<file path="config.mk">
export PLATFORM = sky130hd
export DESIGN_NAME = mpd_prj_switch_ctrl
export DESIGN_NICKNAME = d
export VERILOG_FILES = /design/src/rtl/mpd_prj_switch_ctrl.sv
export SDC_FILE = /design/constraint.sdc
export NUM_CORES = 1
export LEC_CHECK = 0
export CAP_MARGIN = 20
export CORE_AREA = 2 2 62 64
export CTS_BUF_LIST = sky130_fd_sc_hd__clkbuf_2
export DETAILED_ROUTE_END_ITERATION = 10
export DIE_AREA = 0 0 64 66
export PLACE_DENSITY = 0.8
export SYNTH_ARGS = -nofsm -noshare
export SYNTH_HDL_FRONTEND = slang
export SYNTH_SLANG_ARGS = --single-unit
export TNS_END_PERCENT = 1
</file>
<file path="constraint.sdc">
create_clock -name CLK -period 1.8 [get_ports CLK]
set_input_delay 0.45 -clock CLK [delete_from_list [all_inputs] [get_ports CLK]]
set_output_delay 0.45 -clock CLK [all_outputs]
set_load 0.1 [all_outputs]
</file>
<file path="src/rtl/mpd_prj_switch_ctrl.sv">
// Project-switch controller: debounces the fabric's project request and sequences
// IO isolation, user reset and release around each change of prj_sel.
// Optional heartbeat divider is built only when MPD_PRJ_HEARTBEAT_EN is defined.
module mpd_prj_switch_ctrl #(
   parameter int unsigned STABLE_CYCLES = 4,
   parameter int unsigned ISO_CYCLES    = 2,
   parameter int unsigned RST_CYCLES    = 8,
   parameter int unsigned NUM_PRJ       = 10,
   parameter int unsigned HB_DIV_BITS   = 22
) (
   input  logic       CLK,
   input  logic       por,
   input  logic       fabric_done,
   input  logic [3:0] prj_sel_req,
   output logic [3:0] prj_sel,
   output logic       prj_rst,
   output logic       prj_en,
   output logic       busy,
   output logic [7:0] switch_cnt,
   output logic       heart_led
);

   if (STABLE_CYCLES < 1 || STABLE_CYCLES > 15) begin : g_bad_stable
      $error("STABLE_CYCLES out of range 1..15");
   end
   if (ISO_CYCLES < 1 || ISO_CYCLES > 15) begin : g_bad_iso
      $error("ISO_CYCLES out of range 1..15");
   end
   if (RST_CYCLES < 1 || RST_CYCLES > 255) begin : g_bad_rst
      $error("RST_CYCLES out of range 1..255");
   end
   if (NUM_PRJ < 1 || NUM_PRJ > 16) begin : g_bad_num
      $error("NUM_PRJ out of range 1..16");
   end
   if (HB_DIV_BITS < 1) begin : g_bad_hb
      $error("HB_DIV_BITS must be at least 1");
   end

   localparam logic [3:0] STABLE_MAX = 4'(STABLE_CYCLES);
   localparam logic [4:0] NUM_PRJ_W  = 5'(NUM_PRJ);
   localparam logic [7:0] ISO_LAST   = 8'(ISO_CYCLES - 1);
   localparam logic [7:0] RST_LAST   = 8'(RST_CYCLES - 1);

   typedef enum logic [2:0] {
      ST_IDLE,
      ST_DRAIN,
      ST_RESET,
      ST_RELEASE,
      ST_ACTIVE
   } state_t;

   state_t     state_q, state_d;
   logic [3:0] req_q, req_d;
   logic [3:0] stab_q, stab_d;
   logic [3:0] pend_q, pend_d;
   logic [3:0] sel_q, sel_d;
   logic [7:0] tmr_q, tmr_d;
   logic [7:0] cnt_q, cnt_d;
   logic       rst_q, rst_d;
   logic       en_q, en_d;
   logic       busy_q, busy_d;

   logic       req_in_range;
   logic       req_ok;

   // Request debounce: run length of identical samples, saturating.
   always_comb begin
      req_d = prj_sel_req;
      if (prj_sel_req != req_q) begin
         stab_d = '0;
      end else if (stab_q == STABLE_MAX) begin
         stab_d = stab_q;
      end else begin
         stab_d = stab_q + 4'd1;
      end
   end

   assign req_in_range = ({1'b0, req_q} < NUM_PRJ_W);
   assign req_ok       = (stab_q == STABLE_MAX) && (req_q != sel_q) && req_in_range;

   always_comb begin
      state_d = state_q;
      sel_d   = sel_q;
      pend_d  = pend_q;
      tmr_d   = tmr_q;
      cnt_d   = cnt_q;

      case (state_q)
         ST_IDLE: begin
            if (fabric_done) begin
               state_d = ST_RESET;
               tmr_d   = '0;
               sel_d   = req_in_range ? req_q : '0;
            end
         end
         ST_ACTIVE: begin
            if (req_ok) begin
               state_d = ST_DRAIN;
               pend_d  = req_q;
               tmr_d   = '0;
            end
         end
         ST_DRAIN: begin
            if (tmr_q == ISO_LAST) begin
               state_d = ST_RESET;
               tmr_d   = '0;
               sel_d   = pend_q;
            end else begin
               tmr_d = tmr_q + 8'd1;
            end
         end
         ST_RESET: begin
            if (tmr_q == RST_LAST) begin
               state_d = ST_RELEASE;
               tmr_d   = '0;
            end else begin
               tmr_d = tmr_q + 8'd1;
            end
         end
         ST_RELEASE: begin
            state_d = ST_ACTIVE;
            cnt_d   = cnt_q + 8'd1;
         end
         default: begin
            state_d = ST_IDLE;
         end
      endcase

      // Loss of fabric_done wins over any transition, including its side effects.
      if (!fabric_done) begin
         state_d = ST_IDLE;
         sel_d   = sel_q;
         pend_d  = pend_q;
         cnt_d   = cnt_q;
         tmr_d   = '0;
      end

      rst_d  = (state_d == ST_IDLE) || (state_d == ST_RESET);
      en_d   = (state_d == ST_ACTIVE);
      busy_d = (state_d != ST_ACTIVE);
   end

   always_ff @(posedge CLK or posedge por) begin
      if (por) begin
         state_q <= ST_IDLE;
         req_q   <= '0;
         stab_q  <= '0;
         pend_q  <= '0;
         sel_q   <= '0;
         tmr_q   <= '0;
         cnt_q   <= '0;
         rst_q   <= 1'b1;
         en_q    <= 1'b0;
         busy_q  <= 1'b1;
      end else begin
         state_q <= state_d;
         req_q   <= req_d;
         stab_q  <= stab_d;
         pend_q  <= pend_d;
         sel_q   <= sel_d;
         tmr_q   <= tmr_d;
         cnt_q   <= cnt_d;
         rst_q   <= rst_d;
         en_q    <= en_d;
         busy_q  <= busy_d;
      end
   end

   assign prj_sel    = sel_q;
   assign prj_rst    = rst_q;
   assign prj_en     = en_q;
   assign busy       = busy_q;
   assign switch_cnt = cnt_q;

`ifdef MPD_PRJ_HEARTBEAT_EN
   localparam logic [HB_DIV_BITS-1:0] HB_ONE = HB_DIV_BITS'(1);

   logic [HB_DIV_BITS-1:0] div_q, div_d;
   logic                   led_q, led_d;

   // Divider only advances while a project is running; LED flips on each wrap.
   always_comb begin
      div_d = div_q;
      led_d = led_q;
      if (state_q == ST_ACTIVE) begin
         div_d = div_q + HB_ONE;
         if (&div_q) begin
            led_d = ~led_q;
         end
      end
   end

   always_ff @(posedge CLK or posedge por) begin
      if (por) begin
         div_q <= '0;
         led_q <= 1'b0;
      end else begin
         div_q <= div_d;
         led_q <= led_d;
      end
   end

   assign heart_led = led_q;
`else
   assign heart_led = 1'b0;
`endif

endmodule

</file>
==> results of run 1 <==
[metal layers]
layer	share of wire	wire length (um)	global-route usage
met1	0.40	1760	0.270
met5	0	0	0
met2	0.51	2280	0.385
met3	0.046	205	0.0494
met4	0.042	184	0.0788
[cell families (layout without fill, tap and decap cells)]
logic type / count (synthesis) / after routing / share of synthesized area
mux: 10 / 10 / 0.0567
fa+ha+maj: 5 / 5 / 0.0322
flops: 38 / 38 / 0.491
buf+inv: 18 / 57 / 0.0425
compound gates: 38 / 38 / 0.130
simple gates: 58 / 58 / 0.173
other cells: 1 / 1 / 0.00193
xor+xnor: 16 / 16 / 0.0722
[timing repair]
action | 4_1_cts | 5_1_grt
pin swaps | 1 | 2
setup buffers | 3 | 2
resized for setup | 8 | 9
endpoints found under the setup margin | 12 | 18
hold buffers | 0 | 0
[area by class of cell]
class                   count  area (um^2)
fillers                   214          947
clock inverters             3         63.8
well taps                  48         60.1
inverters                  12         45.0
multi-input cells         128          967
flip-flops and latches     38          962
repair buffers             37          480
clock buffers               5         25.0
[cells in the final DEF (no fill, tap or decap), types with 4 or more instances in the layout]
cell             count
nor2_1               9
nand2_1             13
clkdlybuf4s50_1      6
clkbuf_2             5
dfrtp_1             29
nand3_1              8
dfrtp_2              7
a21oi_1              8
buf_12              15
o221ai_1             5
mux2_2               5
xnor2_1             13
ha_1                 4
inv_1               11
o21ai_0             12
buf_4               16
[flip-flops by register name (all words and copies together), names as in the netlist]
name and flops:
switch_cnt 8, tmr_q 8, pend_q 4, prj_sel 4, req_q 4, stab_q 4
state_q 3, busy 1, prj_en 1, prj_rst 1
[through the flow]
step	worst slack [ns]	area, um^2	power, mW
after detailed placement	-0.271	2410	1.18
after CTS	-0.00550	2550	1.84
after floorplan	0.0572	1950	1.08
after global routing	-0.0858	2600	1.91
after global placement	-0.229	2410	1.17
final	-0.0685	2600	1.84
[worst max-delay path: cells and delay by family (launching register included)]
kind             cells  cell delay [ns]
AO/OA/AOI/OAI        3             0.83
flip-flops           1             0.47
AND/OR/NAND/NOR      1             0.43
[worst max-delay path by stage]
stage | from | endpoint | slack [ns] | cells after the start
5_1_grt | tmr_q[1]$_DFFE_PP0P_ | tmr_q[3]$_DFFE_PP0P_ | -0.09 | 6
2_1_floorplan | switch_cnt[0]$_DFFE_PP0P_ | switch_cnt[6]$_DFFE_PP0P_ | 0.06 | 4
4_1_cts | tmr_q[3]$_DFFE_PP0P_ | tmr_q[1]$_DFFE_PP0P_ | -0.006 | 4
3_3_place_gp | fabric_done | prj_sel[0]$_DFFE_PP0P_ | -0.23 | 4
3_5_place_dp | fabric_done | prj_sel[1]$_DFFE_PP0P_ | -0.27 | 4
6_report | tmr_q[7]$_DFFE_PP0P_ | tmr_q[3]$_DFFE_PP0P_ | -0.07 | 4
[power breakdown]
part / internal (mW) / leakage (nW) / switching, mW / total [mW]
clock: 0.370 / 0.0506 / 0.289 / 0.658
combinational: 0.116 / 0.608 / 0.160 / 0.276
sequential: 0.877 / 0.497 / 0.0330 / 0.910
==> reports/results.txt, run 1 <==
outcome - finished, violations left
failing checks - setup timing
Synthesized Nets - 196
CTS Buf Count - 5
Max Freq - 535 MHz
vias in the first global route - 1496
Critical Path RT - 2.09 ns
Post-synth EDFFs - 0
static leakage - 1.16 nW
pwr dens - 708 mW/mm^2
vias - 1543
pin count of the biggest net entering global routing - 23
non-filler cells, final - 271
RSZ-0062 raised after global routing - yes
Clock Path Buffers - 2
share of layout cells above drive strength 1 - 0.309
Via density - 5.69
register area share after synthesis - 0.491
maximum fanout along the worst path - 6
critical path, cell by cell - or3_1, o41a_1, o221ai_1, o21ai_0
count leader, synth - dfrtp_1
Tcrit/Tclk final - 1.04
Core Box Area - 0.00355 mm^2
Vert. Die Dim - 66 um
Final Max Tran Viols - 0
Async S/R FF share, synth - 1.00
crit path DAT - 2.16 ns
Final GP Congestion - 0.860
clock sinks - 38
crit path kind - register to register
CTS tree - done
Final Routed Wirelength - 4430 um
Area contributors post-synth - dfrtp_1 (46%), xnor2_1 (5.9%), ha_1 (3.2%)
worst r2r dst - tmr_q[3]$_DFFE_PP0P_
Fin Hold WS - 0.330 ns
Hold Crit Class - primary input to async pin
fin util - 0.733
r2r worst-path depth - 4
CP peak stage delay - 0.47 ns
first drt pass iteration count - 4
Synth cell types - 48
r2r setup slk - -0.07 ns
port bufs - 21
row count - 22
die width - 64 um
initial antenna violation count - 0
first-pass GRT wire length - 7130 um
CP endpoint kind - register
Initial Util - 0.547
Post-DRT Antenna Nets - 0
post-route setup slack - -0.0685 ns
FF+latch count, synth - 38
drt drc - 0
Synth Cell Area - 0.00194 mm^2
min Tclk post-route - 1.87 ns
Tot GR Track Use - 0.221
number of top-level pins - 23
Mapped Cells - 184
Inst Count DP - 258
routed len/inst - 16.4 um
diode count - 0
Critical R2R Launch - tmr_q[7]$_DFFE_PP0P_
Setup TNS - -0.0744 ns
top_reg_cell synth - dfrtp_1
nets@finish - 234
leading area contributor after synthesis - dfrtp_1
slowest CP cell - dfrtp_1
Final Setup Violations - 3
maxcap violations - 0
synth cell count leaders - dfrtp_1 (36), nand2_1 (13), xnor2_1 (13), inv_1 (12), o21ai_0 (12)
later-pin clock latency in the skew report - 0.41 ns
clk_skew - 0.0240 ns
post-synth top area share - 0.464
DPL Wire Length - 2960 um
grt ovf - 0
Mapped Avg Cell Area - 10.5 um^2
CP Launch Type - register
Root Driver - clkbuf_2
DR iter-0 viols - 146
worst vdd ir - 0.000531 V
die area - 0.00422 mm^2
final hold viol count - 0
Clk pin slew, worst setup/hold paths - 0.21 ns
YS warnings - 0
H-tree Lvls - 2
Area Growth Syn to Fin - 34.2%
Power figures use the tool's default switching activity.
==> inputs of run 2 (changes only) <==
--- a/config.mk
+++ b/config.mk
@@ -10,7 +10,7 @@
 export CTS_BUF_LIST = sky130_fd_sc_hd__clkbuf_2
 export DETAILED_ROUTE_END_ITERATION = 10
 export DIE_AREA = 0 0 64 66
-export PLACE_DENSITY = 0.8
+export PLACE_DENSITY = 0.84
 export SYNTH_ARGS = -nofsm -noshare
 export SYNTH_HDL_FRONTEND = slang
 export SYNTH_SLANG_ARGS = --single-unit
==> reports/results.txt, run 2 (synthesized netlist as in run 1, its figures left out) <==
outcome - finished, violations left
failing checks - setup timing
vias - 1493 (-3.2%)
total power draw - 1.83 mW (-0.66%)
Fin Hold WS - 0.363 ns (+0.0332 ns)
slowest CP cell - o41a_1
Root Driver - clkbuf_2
Area Growth Syn to Fin - 34.2% (unchanged)
pin count of the biggest net entering global routing - 39 (+70%)
Final GP Congestion - 0.835 (-2.9%)
final hold viol count - 0 (unchanged)
row count - 22 (unchanged)
crit path kind - register to register
worst vdd ir - 0.000727 V (+37%)
Critical Path RT - 2.11 ns (+0.02 ns)
grt ovf - 0 (unchanged)
Inst Count DP - 262 (+1.6%)
nets@finish - 236 (+0.85%)
H-tree Lvls - 2 (unchanged)
Initial Util - 0.547 (unchanged)
pre-CTS setup slack - -0.261 ns (+0.00977 ns)
CP Launch Type - register
Post-DRT Antenna Nets - 0 (unchanged)
CTS Buf Count - 5 (unchanged)
diode count - 0 (unchanged)
port bufs - 21 (unchanged)
fin util - 0.733 (unchanged)
Fill cells - 250 (+17%)
vias in the first global route - 1408 (-5.9%)
later-pin clock latency in the skew report - 0.41 ns (about the same)
first drt pass iteration count - 5 (+1)
pwr dens - 704 mW/mm^2 (-0.66%)
Vert. Die Dim - 66 um (unchanged)
DR iter-0 viols - 103 (-29%)
RSZ-0062 raised after global routing - yes
post-route setup slack - -0.0541 ns (+0.0144 ns)
first-pass GRT wire length - 6440 um (-9.7%)
CP peak stage delay - 0.50 ns (+0.03 ns)
Tot GR Track Use - 0.204 (-0.0177)
min Tclk post-route - 1.85 ns (-0.0144 ns)
static leakage - 1.15 nW (-0.22%)
die area - 0.00422 mm^2 (unchanged)
# hold bufs at CTS - 0 (unchanged)
share of layout cells above drive strength 1 - 0.293 (-0.0161)
Clk pin slew, worst setup/hold paths - 0.21 ns (about the same)
crit path DAT - 2.16 ns (about the same)
non-filler cells, final - 273 (+0.74%)
initial antenna violation count - 0 (unchanged)
CTS tree - done
Max Freq - 539 MHz (+0.78%)
commonest non-fill, non-tap cell in the layout - dfrtp_1
Core Box Area - 0.00355 mm^2 (unchanged)
Tcrit/Tclk final - 1.03 (-0.00801)
Via density - 5.47 (-3.9%)
r2r worst-path depth - 4 (unchanged)
drt drc - 0 (unchanged)
commonest non-fill, non-tap cells in the layout - dfrtp_1 (31), buf_12 (16), buf_4 (16)
Final Setup Violations - 1 (-2)
Clock Path Buffers - 2 (unchanged)
clk_skew - 0.0247 ns (+0.000788 ns)
maxcap violations - 0 (unchanged)
Final Routed Wirelength - 3920 um (-12%)
maximum fanout along the worst path - 6 (unchanged)
CP endpoint kind - register
routed len/inst - 14.4 um (-12%)
clock sinks - 38 (unchanged)
number of top-level pins - 23 (unchanged)
Final Max Tran Viols - 0 (unchanged)
Hold Crit Class - primary input to async pin
critical path, cell by cell - or3_4, o41a_1, o221ai_1, o21ai_0
die width - 64 um (unchanged)
DPL Wire Length - 2690 um (-9.3%)
run 2: area by class of cell:
class / count / area (um^2) / share of cell area
multi-input cells: 128 / 938 / 0.360
clock inverters: 3 / 63.8 / 0.0245
inverters: 12 / 45.0 / 0.0173
flip-flops and latches: 38 / 960 / 0.369
clock buffers: 5 / 25.0 / 0.00961
repair buffers: 39 / 512 / 0.197
well taps: 48 / 60.1 / 0.0231
run 2: through the flow:
stage	TNS (ns)	instance area, um^2
3_5_place_dp	-2.84	2450
4_1_cts	0	2550
2_1_floorplan	0	1950
5_1_grt	-0.422	2600
3_3_place_gp	-2.35	2450
6_report	-0.0541	2600
run 2: where the power goes:
group	internal, mW	switching, mW
clock network	0.370	0.290
logic	0.108	0.155
registers	0.877	0.0322
total	1.36	0.477
run 2: final timing paths:
check | from | end | slack [ns]
worst max-delay path | tmr_q[3]$_DFFE_PP0P_ | tmr_q[3]$_DFFE_PP0P_ | -0.05
worst min-delay path | por | tmr_q[3]$_DFFE_PP0P_ | 0.36
worst max register to register | tmr_q[3]$_DFFE_PP0P_ | tmr_q[3]$_DFFE_PP0P_ | -0.05
worst min register to register | pend_q[2]$_DFFE_PP0P_ | pend_q[2]$_DFFE_PP0P_ | 0.53
max in group asynchronous | por | busy$_DFF_PP1_ | 1.19
min in group CLK | prj_sel_req[0] | req_q[0]$_DFF_PP0_ | 0.53
run 2: per-layer routing:
metal,track usage,routed length (um),vias to the layer above
met3,0.0613,133,8
met5,0,0,-
met4,0.0924,73,0
met1,0.251,1780,728
li1,-,-,729
met2,0.329,1940,28
run 2: timing repair:
item / CTS / global route
setup buffers: 1 / 2
endpoints found under the hold margin: 0 / 0
pin swaps: 2 / 4
gates resized for setup: 0 / 12
setup endpoints to repair: 5 / 11
run 2: worst max-delay path, delay by kind of cell (launching register included):
family / cells / cell delay, ns
AO/OA/AOI/OAI: 3 / 0.89
AND/OR/NAND/NOR: 1 / 0.38
flip-flops: 1 / 0.48
